`config.mk`:
```
export PLATFORM = sky130hd
export DESIGN_NAME = segment_check_arbiter
export DESIGN_NICKNAME = d
export VERILOG_FILES = /design/src/rtl/seg_check_pkg.sv /design/src/rtl/seg_limit_regfile.sv /design/src/rtl/segment_check_arbiter.sv
export SDC_FILE = /design/constraint.sdc
export NUM_CORES = 1
export LEC_CHECK = 0
export ABC_AREA = 1
export BUFFER_PORTS_ARGS = -buffer_cell sky130_fd_sc_hd__buf_2
export CAP_MARGIN = 40
export CORE_AREA = 4 4 166 168
export DETAILED_ROUTE_END_ITERATION = 6
export DIE_AREA = 0 0 170 172
export PLACE_DENSITY = 0.49
export SLEW_MARGIN = 20
export SYNTH_ARGS = -nofsm -noshare
export SYNTH_HDL_FRONTEND = slang
export SYNTH_HIERARCHICAL = 1
export SYNTH_SLANG_ARGS = --single-unit
```
`constraint.sdc`:
```
create_clock -name CLK -period 4.4 [get_ports CLK]
set_input_delay 1.1 -clock CLK [delete_from_list [all_inputs] [get_ports CLK]]
set_output_delay 1.1 -clock CLK [all_outputs]
set_load 0.01 [all_outputs]
```
`src/rtl/seg_check_pkg.sv`:
```
// Shared constants for the segment-limit check unit: segment IDs, access-size
// codes, per-segment reset limits and default datapath widths.
package seg_check_pkg;

   localparam int ADDR_W_DEF  = 32;
   localparam int LIMIT_W_DEF = 20;

   localparam logic [2:0] SEG_ES = 3'd0;
   localparam logic [2:0] SEG_CS = 3'd1;
   localparam logic [2:0] SEG_SS = 3'd2;
   localparam logic [2:0] SEG_DS = 3'd3;
   localparam logic [2:0] SEG_FS = 3'd4;
   localparam logic [2:0] SEG_GS = 3'd5;

   localparam logic [1:0] SIZE_1B = 2'd0;
   localparam logic [1:0] SIZE_2B = 2'd1;
   localparam logic [1:0] SIZE_4B = 2'd2;
   localparam logic [1:0] SIZE_8B = 2'd3;

   localparam logic [19:0] ES_LIMIT_RST = 20'h003ff;
   localparam logic [19:0] CS_LIMIT_RST = 20'h04fff;
   localparam logic [19:0] SS_LIMIT_RST = 20'h04000;
   localparam logic [19:0] DS_LIMIT_RST = 20'h011ff;
   localparam logic [19:0] FS_LIMIT_RST = 20'h003ff;
   localparam logic [19:0] GS_LIMIT_RST = 20'h007ff;

   typedef enum logic [0:0] {
      PORT_RD = 1'b0,
      PORT_WR = 1'b1
   } port_e;

   // Access length minus one, i.e. the offset of the last byte touched.
   function automatic logic [3:0] size_bytes_m1(input logic [1:0] size);
      logic [3:0] m1;
      case (size)
         SIZE_1B: m1 = 4'd0;
         SIZE_2B: m1 = 4'd1;
         SIZE_4B: m1 = 4'd3;
         SIZE_8B: m1 = 4'd7;
         default: m1 = 4'd0;
      endcase
      return m1;
   endfunction

endpackage

```
`src/rtl/seg_limit_regfile.sv`:
```
// Six segment limit registers, one write port and one combinational read port.
// Optional macro SEG_SS_CHECK_EN: when undefined, SS has no storage and is exempt.
module seg_limit_regfile
   import seg_check_pkg::*;
#(
   parameter int LIMIT_W = LIMIT_W_DEF
) (
   input  logic               clk,
   input  logic               rst,
   input  logic               ld_v,
   input  logic [2:0]         ld_seg,
   input  logic [LIMIT_W-1:0] ld_limit,
   input  logic [2:0]         rd_seg,
   output logic [LIMIT_W-1:0] rd_limit,
   output logic               rd_exempt
);

   logic [LIMIT_W-1:0] es_r;
   logic [LIMIT_W-1:0] cs_r;
   logic [LIMIT_W-1:0] ds_r;
   logic [LIMIT_W-1:0] fs_r;
   logic [LIMIT_W-1:0] gs_r;
`ifdef SEG_SS_CHECK_EN
   logic [LIMIT_W-1:0] ss_r;
`endif

   // Limit storage: reset restores defaults, loads to IDs 6/7 fall through.
   always_ff @(posedge clk) begin
      if (rst) begin
         es_r <= LIMIT_W'(ES_LIMIT_RST);
         cs_r <= LIMIT_W'(CS_LIMIT_RST);
         ds_r <= LIMIT_W'(DS_LIMIT_RST);
         fs_r <= LIMIT_W'(FS_LIMIT_RST);
         gs_r <= LIMIT_W'(GS_LIMIT_RST);
`ifdef SEG_SS_CHECK_EN
         ss_r <= LIMIT_W'(SS_LIMIT_RST);
`endif
      end else if (ld_v) begin
         case (ld_seg)
            SEG_ES:  es_r <= ld_limit;
            SEG_CS:  cs_r <= ld_limit;
`ifdef SEG_SS_CHECK_EN
            SEG_SS:  ss_r <= ld_limit;
`endif
            SEG_DS:  ds_r <= ld_limit;
            SEG_FS:  fs_r <= ld_limit;
            SEG_GS:  gs_r <= ld_limit;
            default: ;
         endcase
      end
   end

   // Read port; an unchecked SS reports itself exempt instead of a limit.
   always_comb begin
      rd_limit  = '0;
      rd_exempt = 1'b0;
      case (rd_seg)
         SEG_ES:  rd_limit = es_r;
         SEG_CS:  rd_limit = cs_r;
`ifdef SEG_SS_CHECK_EN
         SEG_SS:  rd_limit = ss_r;
`else
         SEG_SS:  rd_exempt = 1'b1;
`endif
         SEG_DS:  rd_limit = ds_r;
         SEG_FS:  rd_limit = fs_r;
         SEG_GS:  rd_limit = gs_r;
         default: rd_limit = '0;
      endcase
   end

endmodule

```
`src/rtl/segment_check_arbiter.sv`:
```
// Round-robin shared segment-limit checker: arbiter, S1 check stage, S2 result stage.
// Optional macro SEG_SS_CHECK_EN enables limit checking of the SS segment.
module segment_check_arbiter
   import seg_check_pkg::*;
#(
   parameter int ADDR_W  = ADDR_W_DEF,
   parameter int LIMIT_W = LIMIT_W_DEF
) (
   input  logic               CLK,
   input  logic               RST,
   input  logic               LD_V,
   input  logic [2:0]         LD_SEG,
   input  logic [LIMIT_W-1:0] LD_LIMIT,
   input  logic               REQ0_V,
   input  logic [2:0]         REQ0_SEG,
   input  logic [ADDR_W-1:0]  REQ0_EA,
   input  logic [1:0]         REQ0_SIZE,
   input  logic               REQ1_V,
   input  logic [2:0]         REQ1_SEG,
   input  logic [ADDR_W-1:0]  REQ1_EA,
   input  logic [1:0]         REQ1_SIZE,
   output logic               GNT0,
   output logic               GNT1,
   output logic               RES_V,
   input  logic               RES_RDY,
   output logic               RES_ID,
   output logic [ADDR_W-1:0]  RES_EA,
   output logic               RES_EXC
);

   port_e              ptr_r;
   port_e              ptr_nxt_s;
   logic               gnt0_s;
   logic               gnt1_s;
   logic               accept_s;
   logic               s2_free_s;
   logic               s1_free_s;
   logic               s1_adv_s;

   logic               s1_v_r;
   logic [2:0]         s1_seg_r;
   logic [ADDR_W-1:0]  s1_ea_r;
   logic [1:0]         s1_size_r;
   logic               s1_id_r;

   logic [2:0]         in_seg_s;
   logic [ADDR_W-1:0]  in_ea_s;
   logic [1:0]         in_size_s;

   logic [LIMIT_W-1:0] rd_limit_s;
   logic               rd_exempt_s;
   logic [ADDR_W-1:0]  lim_ext_s;
   logic [ADDR_W-1:0]  bytes_m1_s;
   logic [ADDR_W-1:0]  bound_s;
   logic               borrow_s;
   logic               fault_s;

   logic               res_v_r;
   logic               res_id_r;
   logic [ADDR_W-1:0]  res_ea_r;
   logic               res_exc_r;

   // S1 may take a new request whenever it is empty or moving into S2 this cycle.
   assign s2_free_s = !res_v_r || RES_RDY;
   assign s1_adv_s  = s1_v_r && s2_free_s;
   assign s1_free_s = !s1_v_r || s2_free_s;

   // Round-robin grant and pointer next-state; only a contested grant flips PTR.
   always_comb begin
      gnt0_s    = 1'b0;
      gnt1_s    = 1'b0;
      ptr_nxt_s = ptr_r;
      if (!RST && s1_free_s) begin
         if (REQ0_V && REQ1_V) begin
            if (ptr_r == PORT_RD) begin
               gnt0_s    = 1'b1;
               ptr_nxt_s = PORT_WR;
            end else begin
               gnt1_s    = 1'b1;
               ptr_nxt_s = PORT_RD;
            end
         end else if (REQ0_V) begin
            gnt0_s = 1'b1;
         end else if (REQ1_V) begin
            gnt1_s = 1'b1;
         end else begin
            ptr_nxt_s = ptr_r;
         end
      end else begin
         ptr_nxt_s = ptr_r;
      end
   end

   assign GNT0     = gnt0_s;
   assign GNT1     = gnt1_s;
   assign accept_s = gnt0_s || gnt1_s;

   // Arbitration pointer register.
   always_ff @(posedge CLK) begin
      if (RST) begin
         ptr_r <= PORT_RD;
      end else begin
         ptr_r <= ptr_nxt_s;
      end
   end

   // Select the granted requester's fields for S1.
   always_comb begin
      in_seg_s  = REQ0_SEG;
      in_ea_s   = REQ0_EA;
      in_size_s = REQ0_SIZE;
      if (gnt1_s) begin
         in_seg_s  = REQ1_SEG;
         in_ea_s   = REQ1_EA;
         in_size_s = REQ1_SIZE;
      end else begin
         in_seg_s  = REQ0_SEG;
         in_ea_s   = REQ0_EA;
         in_size_s = REQ0_SIZE;
      end
   end

   // S1 check stage register.
   always_ff @(posedge CLK) begin
      if (RST) begin
         s1_v_r    <= 1'b0;
         s1_seg_r  <= 3'd0;
         s1_ea_r   <= '0;
         s1_size_r <= 2'd0;
         s1_id_r   <= 1'b0;
      end else if (accept_s) begin
         s1_v_r    <= 1'b1;
         s1_seg_r  <= in_seg_s;
         s1_ea_r   <= in_ea_s;
         s1_size_r <= in_size_s;
         s1_id_r   <= gnt1_s;
      end else if (s1_adv_s) begin
         s1_v_r <= 1'b0;
      end
   end

   seg_limit_regfile #(
      .LIMIT_W (LIMIT_W)
   ) u_regfile (
      .clk       (CLK),
      .rst       (RST),
      .ld_v      (LD_V),
      .ld_seg    (LD_SEG),
      .ld_limit  (LD_LIMIT),
      .rd_seg    (s1_seg_r),
      .rd_limit  (rd_limit_s),
      .rd_exempt (rd_exempt_s)
   );

   // The last byte must not pass the limit; a borrow means even offset 0 fails.
   always_comb begin
      lim_ext_s             = ADDR_W'(rd_limit_s);
      bytes_m1_s            = ADDR_W'(size_bytes_m1(s1_size_r));
      {borrow_s, bound_s}   = {1'b0, lim_ext_s} - {1'b0, bytes_m1_s};
      if (s1_seg_r > SEG_GS) begin
         fault_s = 1'b1;
      end else if (rd_exempt_s) begin
         fault_s = 1'b0;
      end else begin
         fault_s = borrow_s || (s1_ea_r > bound_s);
      end
   end

   // S2 result stage: loads from S1, otherwise drains on handshake.
   always_ff @(posedge CLK) begin
      if (RST) begin
         res_v_r   <= 1'b0;
         res_id_r  <= 1'b0;
         res_ea_r  <= '0;
         res_exc_r <= 1'b0;
      end else if (s1_adv_s) begin
         res_v_r   <= 1'b1;
         res_id_r  <= s1_id_r;
         res_ea_r  <= s1_ea_r;
         res_exc_r <= fault_s;
      end else if (RES_RDY) begin
         res_v_r <= 1'b0;
      end
   end

   assign RES_V   = res_v_r;
   assign RES_ID  = res_id_r;
   assign RES_EA  = res_ea_r;
   assign RES_EXC = res_exc_r;

endmodule

```
==> results <==
- The run finished with clean final reports.
- The total power of the final layout is 4.019 mW.
- For this run, the slowest stage of the critical path takes 0.41 ns.
- Once the clock tree was built, the setup fixing pass inserted 0 buffers.
- The count of buffering cells on the critical path with inverters included is 2.
- IR analysis of the VDD net gives a maximum drop of 201.4 µV.
- The total of buffers placed on input and output ports is 139.
- The die span in y is 172 µm.
- The latest clock arrival within the worst-skew pair is 0.43 ns.
- The area fraction of the dominant cell type after synthesis is 39.78%.
- For the worst flop-to-flop path, the logic depth is 25.
- The final global-route overflow total is 0.
- TritonCTS built the clock tree.
- The master cell of the clock root buffer is clkbuf_16.
- The relative area change from synthesis to final layout is 17.56%.
- The longest clock path from root to sink contains 2 buffers.
- The placeable core area is 25910 µm².
- The area of the mapped netlist is 8807 µm².
- Across all hold checks on the routed design, the worst slack comes to 0.4608 ns.
- Before antenna repair, the detailed router went through 5 iterations.
- The global-route usage over all layers is 18.67%.
- Dividing the final minimum period by the clock period gives 87.67%.
- Counting I/O delays and the setup requirement, the final critical path takes 3.858 ns.
- The floorplan step defined a die boundary enclosing 29240 µm².
- With fillers left out, the area of the finished cells amounts to 10350 µm².
- After technology mapping, the gate count stands at 1305.
- dfxtp_1 takes more of the synthesized area than any other cell.
- In this run the worst setup path begins at s1_seg_r[1]$_SDFFE_PP0P_.
- The routed layout has 8553 vias.
- The number of rows created at floorplan is 59.
- The standard cell with the maximum stage delay on the critical path is dfxtp_1.
- The DRC marker count from the first detailed-route iteration is 731.
- The total negative setup slack is 0 ns.
- The most frequent cell on the critical path is nand2_1.
- The total setup violations reported at the end of the flow is 0.
- The number of top-level pins is 140.
- The number of remaining DRC errors is 0.
- The number of buffers created by CTS is 17.
- STA classifies the critical path startpoint as a flip-flop.
- The worst setup slack for register-to-register paths is 0.54 ns.
- Entering global routing, the biggest net connects 73 pins.
- The worst slew margin relative to its limit is 46.06%.
- The number of antenna violations at the first check in global routing is 0.
- The final hold violation count is 0.
- In this run the remaining antenna-violating nets after routing total 0.
- The worst-margin pin slew is 0.8072 ns.
- The flop and latch count out of synthesis is 175.
- Across the run, the number of max-cap violations was 0.
- The number of max-slew violations in the final report was 0.
- By startpoint and endpoint, the worst setup path is classified as reg2reg.
- Following the worst setup path forward leads to its endpoint at RES_EXC$_SDFFE_PP0P_.
- The final standard cell count with taps included and fillers excluded is 1762.
- The sequential fraction of the synthesis area is 39.78%.
- The capturing element type of the critical path is a flip-flop.
- The maximum fanout along the worst path is 11.
- The leakage power summed over all cells is 5.063 nW.
- The first global-routing pass estimated 43.82 mm of wire.
- The worst clock skew is 0.006470 ns.
- In this run, post-CTS hold repair placed 0 buffers.
- The aggregate routed wire length is 27.52 mm.
- Setup repair after global routing left no endpoint under its margin.
- The number of global-route vias before repair came to 8011.
- The maximum level of the CTS H-tree is 4.
- The die extent in x is 170 µm.
- The placer's final routability congestion estimate is 0.8617.
- The per-cell routed wire length is 15.62 µm.
- The power density normalized to cell area is 388.1 nW/µm².
- Data arrives at the worst endpoint at 4.21 ns.
- The endpoint of the worst-slack reg-to-reg timing path is RES_EXC$_SDFFE_PP0P_.
- The number of vias per cell is 4.854.
- The critical path runs through a total of 25 cells.
- The clock transition at the register clock pins on the worst setup and hold paths after CTS is 0.07 ns.
- After the last flow step, the layout net total stands at 1552.
- The count of warnings emitted by yosys is 6.
- The worst path required time is 4.75 ns.
- The cell type group with the largest total delay on the critical path is simple AND/OR/NAND/NOR gates.
- The number of placed instances, taps included, is 1728.
- The initial core utilization is 33.99%.
- In this run the cell area measured after placement is 9733 µm².
- The net count after synthesis is 1444.
- Ranked by total cell area, the synthesized netlist is headed by dfxtp_1 (40%), nand2_1 (15%), nor2_1 (9.7%), nand3_1 (5.9%), ha_1 (5.0%).
- Of the cells placed in the final design, the portion with a size suffix greater than 1 is 15.85%.
- The timing-limited maximum frequency is 0.2592 GHz.
- The wire-length estimate of the detail-placed layout is 19.07 mm.
- The average footprint of a synthesized cell is 6.749 µm².
- The tightest min-delay check is of the reg2reg type.
- Clock tree synthesis found a total of 175 sinks.
- The worst register-to-register path begins at s1_seg_r[1]$_SDFFE_PP0P_.
- The synthesized netlist contains 34 unique library cells.
## through the flow
stage	util, %	setup WS, ns
2_1_floorplan	-	0.6183
3_3_place_gp	37.52	0.2344
3_5_place_dp	37.56	0.07120
4_1_cts	39.77	0.03659
5_1_grt	39.95	0.03828
6_report	39.96	0.5424
## final cells by class
class                           count  area (µm²)
Clock buffer                       18       439.2
Antenna cell                        1       2.502
Sequential cell                   175        3506
Clock inverter                     14       131.4
Tap cell                          335       419.2
Inverter                          101       381.6
Multi-Input combinational cell    955        4567
Timing Repair Buffer              163       907.1
Fill cell                        2827       15560
## metal layers
metal | global-route usage, % | up-vias | wire length, µm
li1 | - | 4417 | -
met1 | 27.14 | 3867 | 13820
met2 | 28.36 | 234 | 11560
met3 | 3.567 | 35 | 1680
met4 | 5.104 | 0 | 457
met5 | 0 | - | 0
## how the worst min path moves through the flow
stage / start / endpoint / slack (ns) / cells past startpoint
6_report: u_regfile/gs_r[8]$_SDFFE_PP1P_ / u_regfile/gs_r[8]$_SDFFE_PP1P_ / 0.46 / 2
5_1_grt: u_regfile/cs_r[6]$_SDFFE_PP1P_ / u_regfile/cs_r[6]$_SDFFE_PP1P_ / 0.49 / 2
4_1_cts: u_regfile/ds_r[5]$_SDFFE_PP1P_ / u_regfile/ds_r[5]$_SDFFE_PP1P_ / 0.46 / 2
3_5_place_dp: u_regfile/gs_r[8]$_SDFFE_PP1P_ / u_regfile/gs_r[8]$_SDFFE_PP1P_ / 0.44 / 2
3_3_place_gp: u_regfile/cs_r[2]$_SDFFE_PP1P_ / u_regfile/cs_r[2]$_SDFFE_PP1P_ / 0.44 / 2
2_1_floorplan: u_regfile/gs_r[0]$_SDFFE_PP1P_ / u_regfile/gs_r[0]$_SDFFE_PP1P_ / 0.43 / 2
## state kept, by name (all words and copies together), names as in the netlist
register / flops
RES_EA: 32
s1_ea_r: 32
u_regfile/cs_r: 20
u_regfile/ds_r: 20
u_regfile/es_r: 20
u_regfile/fs_r: 20
u_regfile/gs_r: 20
s1_seg_r: 3
s1_size_r: 2
RES_EXC: 1
RES_ID: 1
RES_V: 1
ptr_r: 1
s1_id_r: 1
s1_v_r: 1
## power by group
part	internal (mW)	switching [mW]
Clock	0.804	0.694
Sequential	1.67	0.0665
Combinational	0.283	0.496
Total	2.76	1.26
## cells by family after synthesis
kind of cell / Yosys count / share of synthesized area, %
buffers and inverters: 175 / 8.652
xor gates and xnor gates: 18 / 1.790
DFF: 175 / 39.78
adders and majority gates: 36 / 5.200
AOI/OAI and AO/OA: 159 / 9.902
and+or+nand+nor: 742 / 34.68
## synth_stat cells (all sizes together)
cell type  count
ha            35
or2            1
fa             1
nor3           6
o21a           1
a31oi         38
nand4         32
and2           1
nand2        362
xnor2          6
a21oi         22
clkbuf        28
dfxtp        175
inv          101
nand3        104
o21ai         96
buf           46
nor4           2
nor2         234
a21o           2
xor2          12
## worst register-to-register path, cell delays in order (launching register included)
cell and delay (ns):
dfxtp_1 0.41, inv_2 0.14, nand3_4 0.16, buf_4 0.21, nor2_1 0.05, nor2_1 0.10, nand2_1 0.08, ha_1 0.37
nand2_1 0.08, nand2_1 0.06, a31oi_2 0.20, nand3_1 0.18, nor3_4 0.29, nand3_1 0.13, xor2_1 0.16, ha_1 0.29
nand2_1 0.08, nor3_1 0.26, nand2_1 0.08, nand2_1 0.07, nand2_1 0.05, nand2_1 0.05, nand2_1 0.05, nand2_1 0.05
nand2_1 0.05, a21oi_1 0.12
## placed cells by master (no fill, tap or decap), types with 2 or more instances in the layout
| cell | n |
|---|---|
| nand2_1 | 360 |
| nor2_1 | 226 |
| dfxtp_1 | 173 |
| buf_2 | 139 |
| nand3_1 | 102 |
| inv_1 | 89 |
| o21ai_0 | 62 |
| a31oi_1 | 37 |
| ha_1 | 35 |
| o21ai_1 | 34 |
| nand4_1 | 32 |
| a21oi_1 | 20 |
| buf_4 | 20 |
| clkbuf_16 | 17 |
| xor2_1 | 12 |
| inv_2 | 11 |
| nor2_2 | 7 |
| xnor2_1 | 6 |
| nor3_1 | 5 |
| clkinv_2 | 3 |
| clkinvlp_4 | 3 |
| inv_6 | 3 |
| clkinv_4 | 3 |
| nand2_2 | 2 |
| nand3_4 | 2 |
| nor4_1 | 2 |
| a21o_1 | 2 |
| dfxtp_2 | 2 |
| buf_8 | 2 |
## what timing repair did
action,in CTS,in global routing
setup endpoints to repair,0,1
resized for setup,0,9
endpoints found under the hold margin,0,0
No activity file was read; power rests on OpenSTA's default activity.
